==> src/rtl/rf_pkg.sv <==
// ---------------------------------------------------------------------------
// rf_pkg
// Shared definitions for the register-file write-port arbiter:
//   - DATA_W / ADDR_W : register data width and register index width
//   - arb_state_t     : arbiter FSM states (IDLE, PEND, FORCE)
//   - wr_req_t        : one register write request {rd, data}
//   - idx_match()     : hazard comparator that never matches index 0
// ---------------------------------------------------------------------------
package rf_pkg;

    localparam int DATA_W = 32;
    localparam int ADDR_W = 5;

    typedef enum logic [1:0] {
        IDLE  = 2'd0,
        PEND  = 2'd1,
        FORCE = 2'd2
    } arb_state_t;

    typedef struct packed {
        logic [ADDR_W-1:0] rd;
        logic [DATA_W-1:0] data;
    } wr_req_t;

    // r0 is hard-wired to zero, so a decode index of 0 can never be a hazard.
    function automatic logic idx_match(input logic [ADDR_W-1:0] chk_idx,
                                       input logic [ADDR_W-1:0] ent_idx);
        return (chk_idx != {ADDR_W{1'b0}}) && (chk_idx == ent_idx);
    endfunction

endpackage

==> src/rtl/regfile_wr_arbiter_if.sv <==
// ---------------------------------------------------------------------------
// regfile_wr_arbiter_if
// Bundles the arbiter's pipeline-facing signals:
//   writeback : wb_valid, wb_rd, wb_data -> wb_stall
//   mul/div   : mc_valid, mc_rd, mc_data -> mc_ready
//   hazard    : chk_rs, chk_rt, chk_rd   -> hazard
//   reg file  : rf_regwrite, rf_rd, rf_data
// modport slave  : the arbiter
// modport master : the surrounding pipeline / register file
// ---------------------------------------------------------------------------
interface regfile_wr_arbiter_if
    import rf_pkg::*;
#(
    parameter int DATA_W = rf_pkg::DATA_W,
    parameter int ADDR_W = rf_pkg::ADDR_W
);
    logic              wb_valid;
    logic [ADDR_W-1:0] wb_rd;
    logic [DATA_W-1:0] wb_data;
    logic              wb_stall;

    logic              mc_valid;
    logic              mc_ready;
    logic [ADDR_W-1:0] mc_rd;
    logic [DATA_W-1:0] mc_data;

    logic [ADDR_W-1:0] chk_rs;
    logic [ADDR_W-1:0] chk_rt;
    logic [ADDR_W-1:0] chk_rd;
    logic              hazard;

    logic              rf_regwrite;
    logic [ADDR_W-1:0] rf_rd;
    logic [DATA_W-1:0] rf_data;

    modport slave (
        input  wb_valid, wb_rd, wb_data, mc_valid, mc_rd, mc_data,
               chk_rs, chk_rt, chk_rd,
        output wb_stall, mc_ready, hazard, rf_regwrite, rf_rd, rf_data
    );

    modport master (
        output wb_valid, wb_rd, wb_data, mc_valid, mc_rd, mc_data,
               chk_rs, chk_rt, chk_rd,
        input  wb_stall, mc_ready, hazard, rf_regwrite, rf_rd, rf_data
    );

endinterface

==> src/rtl/rf_wr_fifo.sv <==
// ---------------------------------------------------------------------------
// rf_wr_fifo
// DEPTH-entry FIFO of pending multi-cycle register writes.
//   clk, rst_n        : clock, asynchronous active-low reset
//   push, push_req    : write push_req at the tail (ignored when full)
//   pop               : drop the head (ignored when empty)
//   head              : current head entry
//   full, empty, cnt  : occupancy status
//   ent_valid, ent_rd : per-slot valid bit and destination, for hazard checks
// ---------------------------------------------------------------------------
module rf_wr_fifo
    import rf_pkg::*;
#(
    parameter int DEPTH = 2
) (
    input  logic                            clk,
    input  logic                            rst_n,
    input  logic                            push,
    input  wr_req_t                         push_req,
    input  logic                            pop,
    output wr_req_t                         head,
    output logic                            full,
    output logic                            empty,
    output logic [$clog2(DEPTH+1)-1:0]      cnt,
    output logic [DEPTH-1:0]                ent_valid,
    output logic [DEPTH-1:0][ADDR_W-1:0]    ent_rd
);
    localparam int PTR_W = (DEPTH > 1) ? $clog2(DEPTH) : 1;
    localparam int CNT_W = $clog2(DEPTH + 1);

    wr_req_t            mem_r [DEPTH];
    logic [PTR_W-1:0]   wr_ptr_r;
    logic [PTR_W-1:0]   rd_ptr_r;
    logic [CNT_W-1:0]   cnt_r;
    logic [DEPTH-1:0]   valid_r;
    logic               push_ok_s;
    logic               pop_ok_s;

    assign full      = (cnt_r == CNT_W'(DEPTH));
    assign empty     = (cnt_r == {CNT_W{1'b0}});
    assign cnt       = cnt_r;
    assign ent_valid = valid_r;
    assign head      = mem_r[rd_ptr_r];

    // Push only into a free slot and pop only an occupied one, so the push
    // slot and the pop slot can never coincide in the same cycle.
    assign push_ok_s = push && !full;
    assign pop_ok_s  = pop && !empty;

    for (genvar g = 0; g < DEPTH; g++) begin : g_ent
        assign ent_rd[g] = mem_r[g].rd;
    end

    // Storage, pointers, per-slot valid bits and occupancy.
    always_ff @(posedge clk or negedge rst_n) begin
        if (!rst_n) begin
            for (int i = 0; i < DEPTH; i++) begin
                mem_r[i] <= '{rd: {ADDR_W{1'b0}}, data: {DATA_W{1'b0}}};
            end
            wr_ptr_r <= {PTR_W{1'b0}};
            rd_ptr_r <= {PTR_W{1'b0}};
            cnt_r    <= {CNT_W{1'b0}};
            valid_r  <= {DEPTH{1'b0}};
        end else begin
            if (push_ok_s) begin
                mem_r[wr_ptr_r]   <= push_req;
                valid_r[wr_ptr_r] <= 1'b1;
                wr_ptr_r          <= wr_ptr_r + PTR_W'(1);
            end
            if (pop_ok_s) begin
                valid_r[rd_ptr_r] <= 1'b0;
                rd_ptr_r          <= rd_ptr_r + PTR_W'(1);
            end
            case ({push_ok_s, pop_ok_s})
                2'b10:   cnt_r <= cnt_r + CNT_W'(1);
                2'b01:   cnt_r <= cnt_r - CNT_W'(1);
                default: cnt_r <= cnt_r;
            endcase
        end
    end

endmodule

==> src/rtl/regfile_wr_arbiter.sv <==
// ---------------------------------------------------------------------------
// regfile_wr_arbiter
// Shares the register file's single write port between MEM/WB writeback and
// a buffered multi-cycle (mul/div) unit. Writeback has fixed priority; after
// STARVE_MAX consecutive writeback grants with results waiting, one FIFO
// grant is forced and writeback is stalled. Writes to r0 are dropped.
//   clk   : rising-edge clock
//   rst_n : asynchronous active-low reset
//   bus   : pipeline-facing signals (regfile_wr_arbiter_if.slave)
//           wb_stall, mc_ready, hazard are combinational; rf_* are registered
// DATA_W / ADDR_W must equal the rf_pkg constants used by the write struct.
// ---------------------------------------------------------------------------
module regfile_wr_arbiter
    import rf_pkg::*;
#(
    parameter int DATA_W     = rf_pkg::DATA_W,
    parameter int ADDR_W     = rf_pkg::ADDR_W,
    parameter int DEPTH      = 2,
    parameter int STARVE_MAX = 4
) (
    input  logic                 clk,
    input  logic                 rst_n,
    regfile_wr_arbiter_if.slave  bus
);
    localparam int SCNT_W = $clog2(STARVE_MAX + 1);
    localparam int FCNT_W = $clog2(DEPTH + 1);

    arb_state_t                 state_r;
    logic [SCNT_W-1:0]          starve_r;
    logic                       rf_regwrite_r;
    logic [ADDR_W-1:0]          rf_rd_r;
    logic [DATA_W-1:0]          rf_data_r;

    wr_req_t                    push_req_s;
    wr_req_t                    head_s;
    logic                       push_s;
    logic                       pop_s;
    logic                       fifo_full_s;
    logic                       fifo_empty_s;
    logic [FCNT_W-1:0]          fifo_cnt_s;
    logic [DEPTH-1:0]           ent_valid_s;
    logic [DEPTH-1:0][ADDR_W-1:0] ent_rd_s;
    logic [DEPTH-1:0]           hit_s;

    logic                       wb_req_s;
    logic                       forced_s;
    logic                       wb_grant_s;
    logic                       wr_en_s;
    logic [ADDR_W-1:0]          nxt_rd_s;
    logic [DATA_W-1:0]          nxt_data_s;
    logic                       last_pop_s;

    // No bypass: a full FIFO refuses a push even if it pops this cycle.
    assign push_s          = bus.mc_valid && !fifo_full_s;
    assign push_req_s.rd   = bus.mc_rd;
    assign push_req_s.data = bus.mc_data;

    rf_wr_fifo #(
        .DEPTH (DEPTH)
    ) u_fifo (
        .clk       (clk),
        .rst_n     (rst_n),
        .push      (push_s),
        .push_req  (push_req_s),
        .pop       (pop_s),
        .head      (head_s),
        .full      (fifo_full_s),
        .empty     (fifo_empty_s),
        .cnt       (fifo_cnt_s),
        .ent_valid (ent_valid_s),
        .ent_rd    (ent_rd_s)
    );

    for (genvar g = 0; g < DEPTH; g++) begin : g_haz
        assign hit_s[g] = ent_valid_s[g] &&
                          (idx_match(bus.chk_rs, ent_rd_s[g]) ||
                           idx_match(bus.chk_rt, ent_rd_s[g]) ||
                           idx_match(bus.chk_rd, ent_rd_s[g]));
    end

    // Grant decision: writeback first unless a FIFO grant is being forced.
    // A writeback to r0 never requests the port, so it is consumed silently
    // and the FIFO head may use the port in the same cycle.
    always_comb begin
        wb_req_s   = bus.wb_valid && (bus.wb_rd != {ADDR_W{1'b0}});
        forced_s   = (state_r == FORCE);
        wb_grant_s = 1'b0;
        pop_s      = 1'b0;
        wr_en_s    = 1'b0;
        nxt_rd_s   = {ADDR_W{1'b0}};
        nxt_data_s = {DATA_W{1'b0}};
        if (wb_req_s && !forced_s) begin
            wb_grant_s = 1'b1;
            wr_en_s    = 1'b1;
            nxt_rd_s   = bus.wb_rd;
            nxt_data_s = bus.wb_data;
        end else if (!fifo_empty_s) begin
            pop_s = 1'b1;
            if (head_s.rd != {ADDR_W{1'b0}}) begin
                wr_en_s    = 1'b1;
                nxt_rd_s   = head_s.rd;
                nxt_data_s = head_s.data;
            end else begin
                wr_en_s    = 1'b0;
            end
        end else begin
            wb_grant_s = 1'b0;
        end
    end

    // FIFO empties this cycle: the only entry leaves and nothing replaces it.
    assign last_pop_s = pop_s && (fifo_cnt_s == FCNT_W'(1)) && !push_s;

    // Arbiter FSM, starvation counter and registered register-file port.
    always_ff @(posedge clk or negedge rst_n) begin
        if (!rst_n) begin
            state_r       <= IDLE;
            starve_r      <= {SCNT_W{1'b0}};
            rf_regwrite_r <= 1'b0;
            rf_rd_r       <= {ADDR_W{1'b0}};
            rf_data_r     <= {DATA_W{1'b0}};
        end else begin
            rf_regwrite_r <= wr_en_s;
            rf_rd_r       <= nxt_rd_s;
            rf_data_r     <= nxt_data_s;
            case (state_r)
                IDLE: begin
                    starve_r <= {SCNT_W{1'b0}};
                    if (push_s) begin
                        state_r <= PEND;
                    end
                end
                PEND: begin
                    if (wb_grant_s) begin
                        starve_r <= starve_r + SCNT_W'(1);
                        if (starve_r == SCNT_W'(STARVE_MAX - 1)) begin
                            state_r <= FORCE;
                        end
                    end else if (pop_s) begin
                        starve_r <= {SCNT_W{1'b0}};
                        if (last_pop_s) begin
                            state_r <= IDLE;
                        end
                    end
                end
                FORCE: begin
                    starve_r <= {SCNT_W{1'b0}};
                    state_r  <= last_pop_s ? IDLE : PEND;
                end
                default: begin
                    starve_r <= {SCNT_W{1'b0}};
                    state_r  <= IDLE;
                end
            endcase
        end
    end

    assign bus.wb_stall    = forced_s && wb_req_s;
    assign bus.mc_ready    = !fifo_full_s;
    assign bus.hazard      = |hit_s;
    assign bus.rf_regwrite = rf_regwrite_r;
    assign bus.rf_rd       = rf_rd_r;
    assign bus.rf_data     = rf_data_r;

endmodule
==> src/flat_wrapper.sv <==
// flat-port wrapper written by rule: the top's interface ports become plain ports
module regfile_wr_arbiter_flat import rf_pkg::*;
#(
    parameter int DATA_W     = rf_pkg::DATA_W,
    parameter int ADDR_W     = rf_pkg::ADDR_W,
    parameter int DEPTH      = 2,
    parameter int STARVE_MAX = 4
)
  (clk, rst_n, bus_wb_valid, bus_wb_rd, bus_wb_data, bus_mc_valid, bus_mc_rd, bus_mc_data, bus_chk_rs, bus_chk_rt, bus_chk_rd, bus_wb_stall, bus_mc_ready, bus_hazard, bus_rf_regwrite, bus_rf_rd, bus_rf_data);
  regfile_wr_arbiter_if #(.DATA_W(DATA_W), .ADDR_W(ADDR_W)) bus_i ();
  input  logic clk;
  input  logic rst_n;
  input wire logic [$bits(bus_i.wb_valid)-1:0] bus_wb_valid;
  input wire logic [$bits(bus_i.wb_rd)-1:0] bus_wb_rd;
  input wire logic [$bits(bus_i.wb_data)-1:0] bus_wb_data;
  input wire logic [$bits(bus_i.mc_valid)-1:0] bus_mc_valid;
  input wire logic [$bits(bus_i.mc_rd)-1:0] bus_mc_rd;
  input wire logic [$bits(bus_i.mc_data)-1:0] bus_mc_data;
  input wire logic [$bits(bus_i.chk_rs)-1:0] bus_chk_rs;
  input wire logic [$bits(bus_i.chk_rt)-1:0] bus_chk_rt;
  input wire logic [$bits(bus_i.chk_rd)-1:0] bus_chk_rd;
  output wire logic [$bits(bus_i.wb_stall)-1:0] bus_wb_stall;
  output wire logic [$bits(bus_i.mc_ready)-1:0] bus_mc_ready;
  output wire logic [$bits(bus_i.hazard)-1:0] bus_hazard;
  output wire logic [$bits(bus_i.rf_regwrite)-1:0] bus_rf_regwrite;
  output wire logic [$bits(bus_i.rf_rd)-1:0] bus_rf_rd;
  output wire logic [$bits(bus_i.rf_data)-1:0] bus_rf_data;
  assign bus_i.wb_valid = bus_wb_valid;
  assign bus_i.wb_rd = bus_wb_rd;
  assign bus_i.wb_data = bus_wb_data;
  assign bus_i.mc_valid = bus_mc_valid;
  assign bus_i.mc_rd = bus_mc_rd;
  assign bus_i.mc_data = bus_mc_data;
  assign bus_i.chk_rs = bus_chk_rs;
  assign bus_i.chk_rt = bus_chk_rt;
  assign bus_i.chk_rd = bus_chk_rd;
  assign bus_wb_stall = bus_i.wb_stall;
  assign bus_mc_ready = bus_i.mc_ready;
  assign bus_hazard = bus_i.hazard;
  assign bus_rf_regwrite = bus_i.rf_regwrite;
  assign bus_rf_rd = bus_i.rf_rd;
  assign bus_rf_data = bus_i.rf_data;
  regfile_wr_arbiter #(.DATA_W(DATA_W), .ADDR_W(ADDR_W), .DEPTH(DEPTH), .STARVE_MAX(STARVE_MAX)) u_core (.clk(clk), .rst_n(rst_n), .bus(bus_i));
endmodule
==> config.mk <==
export PLATFORM = sky130hd
export DESIGN_NAME = regfile_wr_arbiter_flat
export DESIGN_NICKNAME = d
export VERILOG_FILES = /design/src/rtl/rf_pkg.sv /design/src/rtl/regfile_wr_arbiter_if.sv /design/src/rtl/rf_wr_fifo.sv /design/src/rtl/regfile_wr_arbiter.sv /design/src/flat_wrapper.sv
export SDC_FILE = /design/constraint.sdc
export NUM_CORES = 1
export LEC_CHECK = 0
export CAP_MARGIN = 20
export CORE_MARGIN = 2
export CORE_UTILIZATION = 30
export DETAILED_ROUTE_END_ITERATION = 8
export DONT_BUFFER_PORTS = 1
export HOLD_SLACK_MARGIN = 0.08
export SYNTH_ARGS = -nofsm -noshare
export SYNTH_HDL_FRONTEND = slang
export SYNTH_SLANG_ARGS = --single-unit
==> constraint.sdc <==
create_clock -name clk -period 2.43 [get_ports clk]
set_clock_uncertainty 0.1 [all_clocks]
set_input_delay 0.243 -clock clk [delete_from_list [all_inputs] [get_ports clk]]
set_output_delay 0.243 -clock clk [all_outputs]
set_load 0.03 [all_outputs]
Word-level counts from Yosys, hierarchy flattened:

Cells that the tools add are included.

* reductions and logical operators: 37
* add/sub/neg operators: 5
* muxes and demuxes: 35
* $lt $le $gt $ge: 7
* eq/ne operators: 17
* bitwise logic cells: 5

Operators with widths (number)
* 37-bit two-way mux: 4
* 32-bit two-way mux: 3
* 74-bit bitwise mux: 1
* 37-bit demux with 1-bit select: 1
* 5-bit equality test: 6
* 5-bit nonzero test: 5
* 1-bit logical AND: 19
* 5-bit two-way mux: 3
* 2-bit two-way mux: 7
* 1-bit two-way mux: 9
* 3-bit two-way mux: 3
* 2-bit by 1-bit equality test with 1-bit output (second input constant): 3
* 2-bit equality test (second input constant): 3
* 3-bit by 1-bit inequality test with 1-bit output (second input constant): 2
* 2-bit case mux with 3 select lines: 1
* 2-bit greater-or-equal comparator (second input constant): 2
* 1-bit logical NOT: 4
* 2-bit logical NOT: 2
* 1-bit logical OR: 4
* 1-bit by 2-bit less-than comparator with 1-bit output (second input constant): 2
* 1-bit inverter with 2-bit output: 2
* 2-bit case mux with 2 select lines: 1
* 4-bit AND reduction: 1
* 3-bit by 1-bit adder with 3-bit output (second input constant): 1
* other kinds (14): 17

* input port bits: 93
* output and inout port bits: 41
* register bits after elaboration: 123
* word-level logic and storage cells: 119

Depth between registers and ports, before layout:

* depth in word-level cells: 10
* depth in mapped cells: 8

By module:

From an unflattened synthesis, not the netlist that was laid out.

* cell total of the unflattened synthesis: 483
* area, all modules: 5840.6 um^2

Modules (own cells, without submodules)
* rf_wr_fifo: cells an instance 230, instances 1, area an instance 3598.5 um^2
* regfile_wr_arbiter: cells an instance 253, instances 1, area an instance 2242.2 um^2

Worst setup path before layout:

No wires, ideal clock.

* kind: register to register
* from: register u_core.u_fifo.cnt_r[0], in the netlist u_core.u_fifo.cnt[0]
* to: register u_core.u_fifo.mem_r[53] (netlist name)
* path buffers: 2
* library setup time: 0.125 ns
* arrival time: 1.844 ns
* setup slack: 0.361 ns
* data required time: 2.205 ns
* period minus slack after synthesis: 2.069 ns
* cell stages (with the launch flop): 9
* path through: dfrtp_1 > inv_1 > ha_1 > nor2b_1 > inv_1 > nor2_1 > buf_2 > buf_2 > mux2_2

* word-level cells in the longest chain between the ends: 4

RTL lines
* start: declaration: RTL line rf_wr_fifo.sv:34 `logic [CNT_W-1:0] cnt_r;`
* start signal: assignment: RTL line rf_wr_fifo.sv:62 `cnt_r <= {CNT_W{1'b0}};`
* start signal: assignment: RTL line rf_wr_fifo.sv:75 `2'b10: cnt_r <= cnt_r + CNT_W'(1);`
* start signal: assignment: RTL line rf_wr_fifo.sv:76 `2'b01: cnt_r <= cnt_r - CNT_W'(1);`
* 2-bit equality test *: RTL line rf_wr_fifo.sv:39 `assign full = (cnt_r == CNT_W'(DEPTH));`
* 1-bit logical NOT *: RTL line rf_wr_fifo.sv:47, regfile_wr_arbiter.sv:54
* 1-bit logical AND: RTL line regfile_wr_arbiter.sv:54 `assign push_s = bus.mc_valid && !fifo_full_s;`
* 1-bit logical AND *: RTL line rf_wr_fifo.sv:47 `assign push_ok_s = push && !full;`
* end signal: indexed assignment: RTL line rf_wr_fifo.sv:58 `mem_r[i] <= '{rd: {ADDR_W{1'b0}}, data: {DATA_W{1'b0}}};`
* end signal: indexed assignment: RTL line rf_wr_fifo.sv:66 `mem_r[wr_ptr_r] <= push_req;`
* end: declaration: RTL line rf_wr_fifo.sv:31 `wr_req_t mem_r [DEPTH];`

Every way passes the cells marked *; elsewhere a longest branch is shown, timed or not.
A chain may end at the register's enable or synchronous reset.

Final worst setup path:

* from: register u_core.u_fifo.mem_r, in the netlist u_core.u_fifo.ent_rd[8]
* to: output port bus_hazard

* word-level cells in the longest chain between the ends: 6
* elaborated cells on any way between the ends: 10
* those cells by class: 3 x eq/ne; 7 x reduce/logical

RTL lines
* 5-bit equality test: RTL line rf_pkg.sv:28 `return (chk_idx != {ADDR_W{1'b0}}) && (chk_idx == ent_idx);`
* 1-bit logical AND: RTL line rf_pkg.sv:28
* 1-bit logical OR: RTL line regfile_wr_arbiter.sv:76 `(idx_match(bus.chk_rs, ent_rd_s[g]) ||`
* 1-bit logical OR *: RTL line regfile_wr_arbiter.sv:77 `idx_match(bus.chk_rt, ent_rd_s[g]) ||`
* 1-bit logical AND *: RTL line regfile_wr_arbiter.sv:75 `assign hit_s[g] = ent_valid_s[g] &&`
* 2-bit OR reduction *: RTL line regfile_wr_arbiter.sv:160 `assign bus.hazard = |hit_s;`
* end: declaration: RTL line flat_wrapper.sv:24 `output wire logic [$bits(bus_i.hazard)-1:0] bus_hazard;`

Marked as above.

==> results.tsv <==
metric	value	unit
fin_cells	761	
synth_area_leaders	dfrtp_1 55%, mux2_2 15%, mux2i_1 6.6%	
ys_types	36	
setup-tns-final	0	ns
place_congestion	0.836	
firstDrtPassIters	4	
drt_iter0_drc	127	
cts.path.max_buffers	2	
finalHoldViolCount	123	
whs	-0.573	ns
ant_nets	0	
power.share.switching	34.8	%
failed_checks	hold timing	
layout-drive-gt1-share	28.2	%
num_vias	3713	
hpwl	8420	microns
nets	618	
synth_top_area_share	54.9	%
antenna_found_initial	0	
cts_made_buffers	17	
worstPathArrival	1.84	ns
clk_latency	0.41	ns
grt_use_total	14.0	%
synth_nets	540	
synth_common_cells	123 x dfrtp_1, 74 x mux2_2, 42 x nand2_1, 37 x mux2i_1, 23 x o21ai_2	
postCtsSetupRepairBufs	0	
pwr-share-clk	27.5	%
vias_per_cell	4.88	
yosys_warnings	0	
setup_violations	0	
grt-ovfl-total	0	
p_leak	3.15	nW
areaGrowthSynthToFinish	30.3	%
peakVddDrop	0.557	mV
cts_tree	done	
design.core.area	18100	sq um
required	2.09	ns
slew_violations	0	
htree_levels	4	
end_kind	output port	
grt_pass1_wl	21400	microns
drv_cap	0	
syn-cell-area	5610	sq um
wire_per_inst	17.3	microns
switching_power	0.00344	W
synth_most_common_cell	dfrtp_1	
clock-sinks	123	
min_period	2.18	ns
crit_path_start_kind	register	
path_max_fanout	6	
regArea	3080	sq um
status	finished, violations left	
relSlewSlack	48.6	%
fillCellCount	1697	
synth_edf_count	0	
insertedDiodeCount	0	
synthArstFlopShare	100	%
p_comb_share	30.7	%
die_height	141	microns
synthFlopType	dfrtp_1	
wl	13200	microns
synth_seq_cells	123	
p_seq_share	41.8	%
ios	134	
post_cts_resized	0	
ctsHoldBuffers	76	
synth-seq-area-share	54.9	%
root_buffer	clkbuf_16	
placement.io_buffers	0	
initial_core_util	30.9	%
critPathKind	register to output port	
fmax	0.459	GHz
grt_max_degree	124	
die_w	141	microns
layout_worst_path_cycle_share	89.7	%
dieArea	19800	sq um
syn_inst	441	
synth_area_leader_cell	dfrtp_1	
rsz0062_at_grt	no	
cts.clk_slew.worst_paths	0.06	ns
grt_pass1_vias	4148	
drc_errors	0	
syn_area_per_cell	12.7	sq um
dp_cells	653	
worst_pin_slew	0.771	ns
num_rows	49	
multi_input_area	2360	sq um
power.internal	0.00645	W
power.density	1350	nW/um^2
hp-class	primary input to async pin	
-- stage by stage --
| step | cell area (sq um) | setup slack [ns] | power (W) | utilization (%) |
|---|---|---|---|---|
| final | 7300 | 0.251 | 0.00989 | 40.3 |
| after global placement | 5900 | 0.326 | 0.00699 | 32.5 |
| after CTS | 7300 | 0.243 | 0.0100 | 40.3 |
| after global routing | 7300 | 0.151 | 0.0105 | 40.3 |
| after detailed placement | 5900 | 0.302 | 0.00713 | 32.5 |
| after floorplan | 5610 | 0.361 | 0.00636 | - |
-- cell families after synthesis --
kind of cell    synth area share (%)
xor+xnor                        5.31
fa+ha+maj                       1.34
simple gates                    6.56
compound gates                  7.28
buf+inv                         3.12
flops                           54.9
mux                             21.5
-- power groups by stage --
stage	combinational [W]	sequential, W	clock (W)
6_report	0.00304	0.00413	0.00272
4_1_cts	0.00308	0.00414	0.00281
5_1_grt	0.00334	0.00425	0.00291
2_1_floorplan	0.00247	0.00388	0
3_5_place_dp	0.00296	0.00417	0
3_3_place_gp	0.00287	0.00412	0
-- per-layer routing --
| metal | vias to the layer above | GRT usage, % | part of all wire [%] |
|---|---|---|---|
| li1 | 1704 | - | - |
| met1 | 1870 | 16.8 | 43 |
| met2 | 116 | 23.6 | 50 |
| met3 | 23 | 3.94 | 5.4 |
| met4 | 0 | 5.68 | 2.1 |
| met5 | - | 0 | 0 |
-- cell type report --
class | instances | share of cell area, %
Sequential cell | 123 | 42.2
Inverter | 8 | 0.411
Timing Repair Buffer | 88 | 12.3
Clock inverter | 11 | 2.26
Tap cell | 229 | 3.92
Multi-Input combinational cell | 281 | 32.3
Clock buffer | 21 | 6.58
-- critical path, cell delays in order, from the launching register on --
cell and delay (ns):
dfrtp_1 0.47, xnor2_1 0.21, nand3_1 0.11, nor4_1 0.27, o31ai_1 0.12, nand2_1 0.24
-- flip-flops by register name, indices dropped and copies added (netlist names) --
register                 count
u_core.u_fifo.ent_valid      2
u_core.u_fifo.cnt            2
u_core.bus.rf_regwrite       1
u_core.u_fifo.ent_rd        10
u_core.u_fifo.mem_r         64
u_core.u_fifo.rd_ptr_r       1
u_core.u_fifo.wr_ptr_r       1
u_core.state_r               2
u_core.starve_r              3
u_core.bus.rf_data          32
u_core.bus.rf_rd             5
-- worst paths after layout --
| path | start | end | slack, ns | cells after the start |
|---|---|---|---|---|
| setup / recovery | u_core.u_fifo.ent_rd[8] | bus_hazard | 0.25 | 5 |
| hold / removal | rst_n | u_core.u_fifo.mem_r[22] | -0.57 | 0 |
| setup reg to reg | u_core.u_fifo.cnt[0] | u_core.u_fifo.mem_r[39] | 0.31 | 7 |
| hold reg to reg | u_core.u_fifo.mem_r[5] | u_core.u_fifo.mem_r[5] | 0.40 | 1 |
| max in group asynchronous | rst_n | u_core.u_fifo.mem_r[40] | 2.65 | 0 |
| min in group clk | bus_wb_rd[4] | u_core.starve_r[1] | 0.10 | 3 |
-- cell usage in the layout (no fill, tap or decap), types with 2 or more instances in the layout --
master and n:
o21ai_2 23, nor3_1 2, xor2_1 14, o31ai_1 7, xnor2_1 20, or4_1 4
nand2_1 41, o21ai_0 3, nand3_1 8, dlygate4sd3_1 76, clkbuf_16 17, o21ai_1 8
clkinv_2 4, dfrtp_1 122, mux2i_1 37, inv_1 8, nor4_1 6, a31o_2 2
clkinv_4 2, clkbuf_8 4, bufinv_16 4, buf_12 4, mux2_2 74, a21oi_1 3
nor2_1 8, buf_4 8, ha_1 6
(Power assumes the default switching activity.)
